$ cat src/rtl/arrow_lane_scroller_pkg.sv
// Shared types and default lane geometry for the note-arrow scroller.
// Slot Y width is fixed here; the top's Y_W parameter defaults to it.
package arrow_pkg;

    localparam int SLOT_Y_W   = 10;
    localparam int LANE_X0    = 256;
    localparam int LANE_W     = 32;
    localparam int ARROW_HALF = 16;
    localparam int SPAWN_Y    = 464;
    localparam int TARGET_Y   = 32;

    typedef struct packed {
        logic                valid;
        logic [SLOT_Y_W-1:0] y;
    } slot_t;

endpackage

$ cat src/rtl/arrow_lane_scroller_lane.sv
// One arrow lane: slot array, spawn allocation, hit selection, scroll/expire
// and the Y half of the draw mask.
module arrow_lane
    import arrow_pkg::*;
#(
    parameter int SLOTS      = 8,
    parameter int SPEED      = 2,
    parameter int SPAWN_Y    = arrow_pkg::SPAWN_Y,
    parameter int TARGET_Y   = arrow_pkg::TARGET_Y,
    parameter int HIT_WIN    = 8,
    parameter int ARROW_HALF = arrow_pkg::ARROW_HALF
) (
    input  logic                Clk,
    input  logic                reset,
    input  logic                i_tick,
    input  logic                i_spawn,
    input  logic                i_hit_req,
    input  logic [SLOT_Y_W-1:0] i_draw_y,
    output logic                o_y_match,
    output logic                o_hit_pulse,
    output logic                o_miss_pulse,
    output logic                o_overflow
);

    // Window compares carry one guard bit so the bounds never wrap.
    localparam logic [SLOT_Y_W:0]   WIN_LO     = (SLOT_Y_W+1)'(TARGET_Y - HIT_WIN);
    localparam logic [SLOT_Y_W:0]   WIN_HI     = (SLOT_Y_W+1)'(TARGET_Y + HIT_WIN);
    localparam logic [SLOT_Y_W:0]   MISS_BELOW = (SLOT_Y_W+1)'(TARGET_Y - HIT_WIN + SPEED);
    localparam logic [SLOT_Y_W:0]   HALF       = (SLOT_Y_W+1)'(ARROW_HALF);
    localparam logic [SLOT_Y_W-1:0] STEP       = SLOT_Y_W'(SPEED);
    localparam logic [SLOT_Y_W-1:0] SPAWN_POS  = SLOT_Y_W'(SPAWN_Y);

    slot_t               r_slot [SLOTS];
    slot_t               w_next [SLOTS];
    logic                r_hit;
    logic                r_miss;
    logic                r_ovf;
    logic                w_hit_found;
    logic                w_hit_take;
    int                  w_hit_idx;
    logic [SLOT_Y_W-1:0] w_best_y;
    logic                w_miss;
    logic                w_spawned;
    logic                w_drop;

    always_comb begin
        w_hit_found = 1'b0;
        w_hit_idx   = 0;
        w_best_y    = '1;
        // Strict '<' keeps the lowest index on equal Y.
        for (int j = 0; j < SLOTS; j++) begin
            if (r_slot[j].valid &&
                {1'b0, r_slot[j].y} >= WIN_LO && {1'b0, r_slot[j].y} <= WIN_HI &&
                (!w_hit_found || r_slot[j].y < w_best_y)) begin
                w_hit_found = 1'b1;
                w_hit_idx   = j;
                w_best_y    = r_slot[j].y;
            end
        end
        w_hit_take = i_hit_req && w_hit_found;

        w_miss = 1'b0;
        for (int j = 0; j < SLOTS; j++) begin
            w_next[j] = r_slot[j];
            if (w_hit_take && w_hit_idx == j) begin
                w_next[j].valid = 1'b0;
            end else if (i_tick && r_slot[j].valid) begin
                if ({1'b0, r_slot[j].y} < MISS_BELOW) begin
                    w_next[j].valid = 1'b0;
                    w_miss          = 1'b1;
                end else begin
                    w_next[j].y = r_slot[j].y - STEP;
                end
            end
        end

        // Allocation sees slots already freed by this cycle's hit or miss.
        w_spawned = 1'b0;
        w_drop    = 1'b0;
        if (i_tick && i_spawn) begin
            for (int j = 0; j < SLOTS; j++) begin
                if (!w_spawned && !w_next[j].valid) begin
                    w_next[j].valid = 1'b1;
                    w_next[j].y     = SPAWN_POS;
                    w_spawned       = 1'b1;
                end
            end
            w_drop = !w_spawned;
        end
    end

    always_comb begin
        o_y_match = 1'b0;
        for (int j = 0; j < SLOTS; j++) begin
            if (r_slot[j].valid &&
                ({1'b0, i_draw_y} + HALF >= {1'b0, r_slot[j].y}) &&
                ({1'b0, i_draw_y} <= {1'b0, r_slot[j].y} + HALF)) begin
                o_y_match = 1'b1;
            end
        end
    end

    always_ff @(posedge Clk or posedge reset) begin
        if (reset) begin
            for (int j = 0; j < SLOTS; j++) begin
                r_slot[j] <= '0;
            end
            r_hit  <= 1'b0;
            r_miss <= 1'b0;
            r_ovf  <= 1'b0;
        end else begin
            for (int j = 0; j < SLOTS; j++) begin
                r_slot[j] <= w_next[j];
            end
            r_hit  <= w_hit_take;
            r_miss <= w_miss;
            r_ovf  <= r_ovf | w_drop;
        end
    end

    assign o_hit_pulse  = r_hit;
    assign o_miss_pulse = r_miss;
    assign o_overflow   = r_ovf;

endmodule

$ cat src/rtl/arrow_lane_scroller.sv
// Multi-lane note-arrow scroller: frame tick detect, lane X decode, lane array.
// Define ARROW_MISS_COUNT_EN to add per-lane saturating miss counters (miss_count).
module arrow_lane_scroller
    import arrow_pkg::*;
#(
    parameter int NUM_LANES      = 4,
    parameter int SLOTS_PER_LANE = 8,
    parameter int Y_W            = arrow_pkg::SLOT_Y_W,
    parameter int SPEED          = 2,
    parameter int SPAWN_Y        = arrow_pkg::SPAWN_Y,
    parameter int TARGET_Y       = arrow_pkg::TARGET_Y,
    parameter int HIT_WIN        = 8,
    parameter int LANE_X0        = arrow_pkg::LANE_X0,
    parameter int LANE_W         = arrow_pkg::LANE_W,
    parameter int ARROW_HALF     = arrow_pkg::ARROW_HALF
) (
    input  logic                 Clk,
    input  logic                 reset,
    input  logic                 frame_clk,
    input  logic [Y_W-1:0]       DrawX,
    input  logic [Y_W-1:0]       DrawY,
    input  logic [NUM_LANES-1:0] spawn,
    input  logic [NUM_LANES-1:0] hit_req,
    output logic [NUM_LANES-1:0] display_arrow,
    output logic [NUM_LANES-1:0] hit_pulse,
    output logic [NUM_LANES-1:0] miss_pulse,
    output logic [NUM_LANES-1:0] overflow
`ifdef ARROW_MISS_COUNT_EN
    ,
    output logic [NUM_LANES-1:0][7:0] miss_count
`endif
);

    logic                 r_frame_d;
    logic                 w_tick;
    logic [NUM_LANES-1:0] w_y_match;
    logic [NUM_LANES-1:0] w_x_in;

    always_ff @(posedge Clk or posedge reset) begin
        if (reset) begin
            r_frame_d <= 1'b0;
        end else begin
            r_frame_d <= frame_clk;
        end
    end

    assign w_tick = frame_clk & ~r_frame_d;

    for (genvar g = 0; g < NUM_LANES; g++) begin : g_lane
        localparam logic [Y_W:0] X_LO = (Y_W+1)'(LANE_X0 + g * LANE_W);
        localparam logic [Y_W:0] X_HI = (Y_W+1)'(LANE_X0 + (g + 1) * LANE_W);

        assign w_x_in[g]        = ({1'b0, DrawX} >= X_LO) && ({1'b0, DrawX} < X_HI);
        assign display_arrow[g] = w_x_in[g] & w_y_match[g];

        arrow_lane #(
            .SLOTS      (SLOTS_PER_LANE),
            .SPEED      (SPEED),
            .SPAWN_Y    (SPAWN_Y),
            .TARGET_Y   (TARGET_Y),
            .HIT_WIN    (HIT_WIN),
            .ARROW_HALF (ARROW_HALF)
        ) u_lane (
            .Clk          (Clk),
            .reset        (reset),
            .i_tick       (w_tick),
            .i_spawn      (spawn[g]),
            .i_hit_req    (hit_req[g]),
            .i_draw_y     (DrawY),
            .o_y_match    (w_y_match[g]),
            .o_hit_pulse  (hit_pulse[g]),
            .o_miss_pulse (miss_pulse[g]),
            .o_overflow   (overflow[g])
        );

`ifdef ARROW_MISS_COUNT_EN
        logic [7:0] r_miss_cnt;

        always_ff @(posedge Clk or posedge reset) begin
            if (reset) begin
                r_miss_cnt <= 8'd0;
            end else if (miss_pulse[g] && r_miss_cnt != 8'hFF) begin
                r_miss_cnt <= r_miss_cnt + 8'd1;
            end
        end

        assign miss_count[g] = r_miss_cnt;
`endif
    end

endmodule

$ cat config.mk
export PLATFORM = sky130hd
export DESIGN_NAME = arrow_lane_scroller
export DESIGN_NICKNAME = d
export VERILOG_FILES = /design/src/rtl/arrow_lane_scroller_pkg.sv /design/src/rtl/arrow_lane_scroller_lane.sv /design/src/rtl/arrow_lane_scroller.sv
export SDC_FILE = /design/constraint.sdc
export NUM_CORES = 2
export LEC_CHECK = 0
export CAP_MARGIN = 20
export CORE_MARGIN = 2
export CORE_UTILIZATION = 41
export CTS_CLUSTER_SIZE = 25
export DETAILED_ROUTE_END_ITERATION = 12
export PLACE_DENSITY = 0.63
export SLEW_MARGIN = 20
export SYNTH_ARGS = -nofsm -noshare
export SYNTH_HDL_FRONTEND = slang
export SYNTH_SLANG_ARGS = --single-unit
$ cat constraint.sdc
create_clock -name Clk -period 21.9 [get_ports Clk]
set_clock_uncertainty 0.05 [all_clocks]
set_input_delay 2.19 -clock Clk [delete_from_list [all_inputs] [get_ports Clk]]
set_output_delay 2.19 -clock Clk [all_outputs]
set_load 0.005 [all_outputs]
# Word level (Yosys, flattened, before mapping)
# Cells that the tools add are included.
[totals]
memories = 0
ff_bits = 365
romBits = 0
ramBits = 0
latchBits = 0
[op_classes]
magnitude_cmp = 196
muxes = 480
multipliers = 0
bitwise_logic = 10
shift = 0
reduce_logical = 380
n_eq_ne = 28
n_div = 0
add_sub_neg = 65
[ops]
columns = ["operator", "n"]
rows = [
  ["10-bit 2-to-1 mux", 96],
  ["11-bit 2-to-1 mux", 60],
  ["10-bit by 5-bit adder with 11-bit output, second input constant", 33],
  ["11-bit by 10-bit greater-or-equal comparator with 1-bit output", 32],
  ["10-bit by 11-bit <= comparator with 1-bit output", 32],
  ["88-bit 2-to-1 mux", 4],
  ["10-bit by 5-bit greater-or-equal comparator with 1-bit output, second input constant", 32],
  ["10-bit by 6-bit <= comparator with 1-bit output, second input constant", 32],
  ["10-bit by 5-bit < comparator with 1-bit output, second input constant", 32],
  ["10-bit by 2-bit subtractor with 10-bit output, second input constant", 32],
  ["1-bit 2-to-1 mux", 296],
  ["10-bit < comparator", 28],
  ["1-bit logical AND", 260],
  ["32-bit zero test", 4],
  ["1-bit zero test", 88],
  ["3-bit == test, second input constant", 16],
  ["3-bit 2-to-1 mux", 16],
  ["10-bit by 9-bit greater-or-equal comparator with 1-bit output, second input constant", 4],
  ["10-bit by 9-bit < comparator with 1-bit output, second input constant", 4],
  ["1-bit logical OR", 28],
  ["3-bit by 2-bit == test with 1-bit output, second input constant", 8],
  ["2-bit 2-to-1 mux", 8],
  ["3-bit by 1-bit == test with 1-bit output, second input constant", 4],
  ["1-bit AND", 5],
  ["other kinds (2)", 5],
]

# Logic depth before layout (Yosys ltp)
[logic_depth]
ltp_word = 68
ltp_mapped = 76
mapped_depth_nobuf = 72

# Cells and area by module
# From an unflattened synthesis, not the netlist that was laid out.
[hier_totals]
cells_unflattened = 5411
area_unflattened_um2 = 44810.5
[by_module_without_submodules]
columns = ["mod", "instances", "area_per_inst_um2", "cells_per_inst"]
rows = [
  ["arrow_lane at g_lane[0].u_lane", 1, 11377.2, 1389],
  ["arrow_lane at g_lane[2].u_lane", 1, 11153.2, 1371],
  ["arrow_lane at g_lane[3].u_lane", 1, 11124.4, 1319],
  ["arrow_lane at g_lane[1].u_lane", 1, 11061.9, 1323],
  ["arrow_lane_scroller", 1, 93.8, 9],
]

# Least setup slack after synthesis
# Ideal clock, no wire load.
[synth_timing]
path_type = "register to register"
start = "register g_lane[3].u_lane.r_slot[78] (netlist name)"
end = "register g_lane[3].u_lane.r_slot[50] (netlist name)"
setup_ns = 0.137
t_arrival_ns = 14.390
stages_incl_launch_ff = 74
synth_period_minus_slack_ns = 14.576
t_required_ns = 21.713
slack_ns = 7.324
cell_sequence = "dfrtp_1 > inv_1 > ha_1 > and4b_1 > o2111ai_1 > clkbuf_1 > nor2_1 > ha_1 > o211ai_1 > nand2_1 > maj3_1 > a21o_1 > a31oi_1 > mux2i_1 > inv_1 > ha_1 > o211a_1 > o311ai_0 > [38 not listed] > o21ai_0 > o22ai_1 > nand2_1 > inv_1 > a31oi_1 > mux2_2 > ha_1 > o21ai_0 > a22oi_1 > a21oi_1 > o211ai_1 > nand3_1 > or4b_1 > buf_2 > o311ai_2 > nor4_1 > xnor2_1 > nand2_1"
[synth_rtl]
columns = ["item", "line_no", "text"]
rows = [
  ["from (decl)", "arrow_lane_scroller_lane.sv:33", "slot_t r_slot [SLOTS];"],
  ["from (signal, indexed assignment)", "arrow_lane_scroller_lane.sv:113", "r_slot[j] <= w_next[j];"],
]

==> impl_metrics.env <==
export IMPL_fp_dieH_um=329
export IMPL_cpMostUsedCell="ha_1"
export IMPL_wl_met2_mm=60.9
export IMPL_io_buffers=41
export IMPL_p_leak_nw=22.6
export IMPL_drc=0
export IMPL_post_route_util_pct=44.5
export IMPL_met1_length_mm=61.7
export IMPL_grt_pass1_vias=37900
export IMPL_dieArea_um2=108000
export IMPL_switching_share_pct=48.5
export IMPL_start_kind="flip-flop"
export IMPL_final_nets=6169
export IMPL_gp_congestion=0.900
export IMPL_vias_per_cell=5.93
export IMPL_netlist_instances=5257
export IMPL_drv_cap=0
export IMPL_cts_buffers=45
export IMPL_final_common_cell="ha_1"
export IMPL_vias=39500
export IMPL_endpoint_kind="flip-flop"
export IMPL_seq_area_um2=8330
export IMPL_crit_required_ps=22360
export IMPL_die_w_um=329
export IMPL_start_util_pct=41.2
export IMPL_fin_tns_setup_ps=0
export IMPL_ys_warn_count=0
export IMPL_postCtsSetupRepairBufs=0
export IMPL_status="completed"
export IMPL_holdBufCountCts=0
export IMPL_track_usage_pct=24.2
export IMPL_post_cts_resized=0
export IMPL_relSlewSlack_pct=26.8
export IMPL_synth_async_reset_ratio_pct=100
export IMPL_p_int_mw=2.61
export IMPL_ant_nets=0
export IMPL_drt_first_iter_violations=2812
export IMPL_fmax_mhz=55.5
export IMPL_clk_pin_slew_worst_paths_ps=60
export IMPL_worstSetupPathType="reg -> reg"
export IMPL_syn_area_um2=43300
export IMPL_avgSynthCellArea_um2=8.24
export IMPL_hold_viol=0
export IMPL_min_delay_path_depth=1
export IMPL_post_drt_wl_per_cell_um=19.9
export IMPL_hold_class="reg -> reg"
export IMPL_p_per_area_nw_per_um2=108
export IMPL_drive_above_1_share_pct=4.80
export IMPL_htree_num_levels=2
export IMPL_clkPwrFrac_pct=16.1
export IMPL_cp_arrival_ps=18460
export IMPL_clock_sinks=333
export IMPL_critPathSlowestCell="a31oi_1"
export IMPL_pwr_share_seq_pct=26.9
export IMPL_r2r_cells=70
export IMPL_synth_main_ff_cell="dfrtp_1"
export IMPL_dr_pass1_iters=5
export IMPL_maxUsedRoutingLayer="met5"
export IMPL_ys_ff_latch=333
export IMPL_peakVddDrop_v=0.0000558
export IMPL_setup_violations=0
export IMPL_clock_latency_ps=630
export IMPL_min_period_ps=18010
export IMPL_place_inst=6575
export IMPL_switchingPower_mw=2.45
export IMPL_diodes=0
export IMPL_grt_overflow=0
export IMPL_cts_tree="built"
export IMPL_core_area_um2=105000
export IMPL_synth_edf_count=0
export IMPL_final_cells=6659
export IMPL_total_power_mw=5.06
export IMPL_multiInputGateArea_um2=32600
export IMPL_worstPathMaxFanout=17
export IMPL_dp_hpwl_mm=95.7
export IMPL_antenna_found_initial=4
export IMPL_root_buffer="clkbuf_16"
export IMPL_grt_max_degree=93
export IMPL_num_rows=119
export IMPL_combPwrFrac_pct=57.0
export IMPL_ys_seq_area_share_pct=19.2
export IMPL_io_pins=47
export IMPL_wl_met3_mm=6.26
export IMPL_wirelength_mm=133
export IMPL_syn_to_final_growth_pct=7.94
export IMPL_fill_cells=10400
export IMPL_slew_viol_final=0
export IMPL_worstMarginPinSlew_ps=1090
export IMPL_cts_buffer_depth=3
export IMPL_rsz0062_at_grt="no"
export IMPL_post_route_period_util_pct=82.2
export IMPL_grt_pass1_wl_mm=212
export IMPL_critPathMaxStageDelay_ps=780
export IMPL_synthesis_nets=6193
export IMPL_netlist_cell_type_count=100
export IMPL_final_cell_mix="904 x ha_1, 485 x inv_1, 401 x nand2_1"
==> registers in the layout, indices dropped and copies added, names as in the netlist <==
signal,cells
g_lane.u_lane.r_slot,320
r_frame_d,1
g_lane.u_lane.o_hit_pulse,4
g_lane.u_lane.o_miss_pulse,4
g_lane.u_lane.o_overflow,4
==> path summary, 6_finish.rpt <==
path	to	slack, ps	start
max	g_lane[3].u_lane.r_slot[5]$_DFF_PP0_	3890	g_lane[3].u_lane.r_slot[81]$_DFF_PP0_
min	g_lane[0].u_lane.o_overflow$_DFF_PP0_	430	g_lane[0].u_lane.o_overflow$_DFF_PP0_
max reg2reg	g_lane[3].u_lane.r_slot[5]$_DFF_PP0_	3890	g_lane[3].u_lane.r_slot[81]$_DFF_PP0_
min reg2reg	g_lane[0].u_lane.o_overflow$_DFF_PP0_	430	g_lane[0].u_lane.o_overflow$_DFF_PP0_
max in group asynchronous	g_lane[1].u_lane.r_slot[24]$_DFF_PP0_	17510	reset
min in group asynchronous	g_lane[2].u_lane.r_slot[4]$_DFF_PP0_	2070	reset
==> through the flow <==
stage | hold slack (ps) | setup WS [ps] | area (um2)
finish | 427 | 3890 | 46700
global route | 440 | 2840 | 46700
CTS | 432 | 4270 | 46700
detailed placement | 414 | 4330 | 45100
global placement | 412 | 4520 | 45100
floorplan | 387 | 7320 | 43300
==> cell families after synthesis <==
logic type,after synthesis,share of synthesized area (%)
AOI/OAI and AO/OA,1305,20.7
xor gates and xnor gates,287,5.81
adders and majority gates,909,26.2
buffers and inverters,639,5.70
DFF,333,19.2
muxes,86,2.12
and+or+nand+nor,1698,20.1
==> power groups by stage <==
stage,logic [mW],clock network [mW],registers (mW)
after floorplan,2.34,0,1.10
after global placement,2.77,0,1.35
after detailed placement,2.84,0,1.36
after CTS,2.87,0.836,1.35
after global routing,3.32,0.855,1.41
final,2.88,0.817,1.36
==> synth_stat cells (all sizes together), types with 73 or more instances <==
master | instances | area (um2)
nand4 | 114 | 713
nor2 | 316 | 1190
nand3 | 228 | 1140
and3 | 73 | 457
nor4 | 75 | 561
xnor2 | 286 | 2500
o21a | 208 | 1560
nand2 | 401 | 1510
inv | 492 | 1850
nand2b | 87 | 544
clkbuf | 114 | 428
dfrtp | 333 | 8330
ha | 905 | 11300
nor3 | 140 | 711
o21ai | 279 | 1400
a21oi | 247 | 1250
==> metal layers <==
metal / vias up / GRT usage (%)
met5: - / 0
met4: 2 / 7.29
met3: 219 / 2.24
met2: 1031 / 40.2
met1: 19000 / 33.3
li1: 19200 / -
==> critical path, delay by kind of cell (launching register included) <==
| kind | cells | cell delay [ps] |
|---|---|---|
| AO/OA/AOI/OAI | 33 | 8990 |
| AND/OR/NAND/NOR | 17 | 3520 |
| adder cells (fa/ha/maj) | 9 | 2370 |
| multiplexers | 4 | 1550 |
| buffers and inverters | 7 | 870 |
| flip-flops | 1 | 490 |
==> cell type report <==
type | count | area share (%)
Timing Repair Buffer | 75 | 1.35
Sequential cell | 333 | 17.8
Multi-Input combinational cell | 4285 | 69.7
Tap cell | 1391 | 3.72
Inverter | 493 | 3.98
Clock inverter | 20 | 0.565
Clock buffer | 62 | 2.85
(Power assumes the default switching activity.)
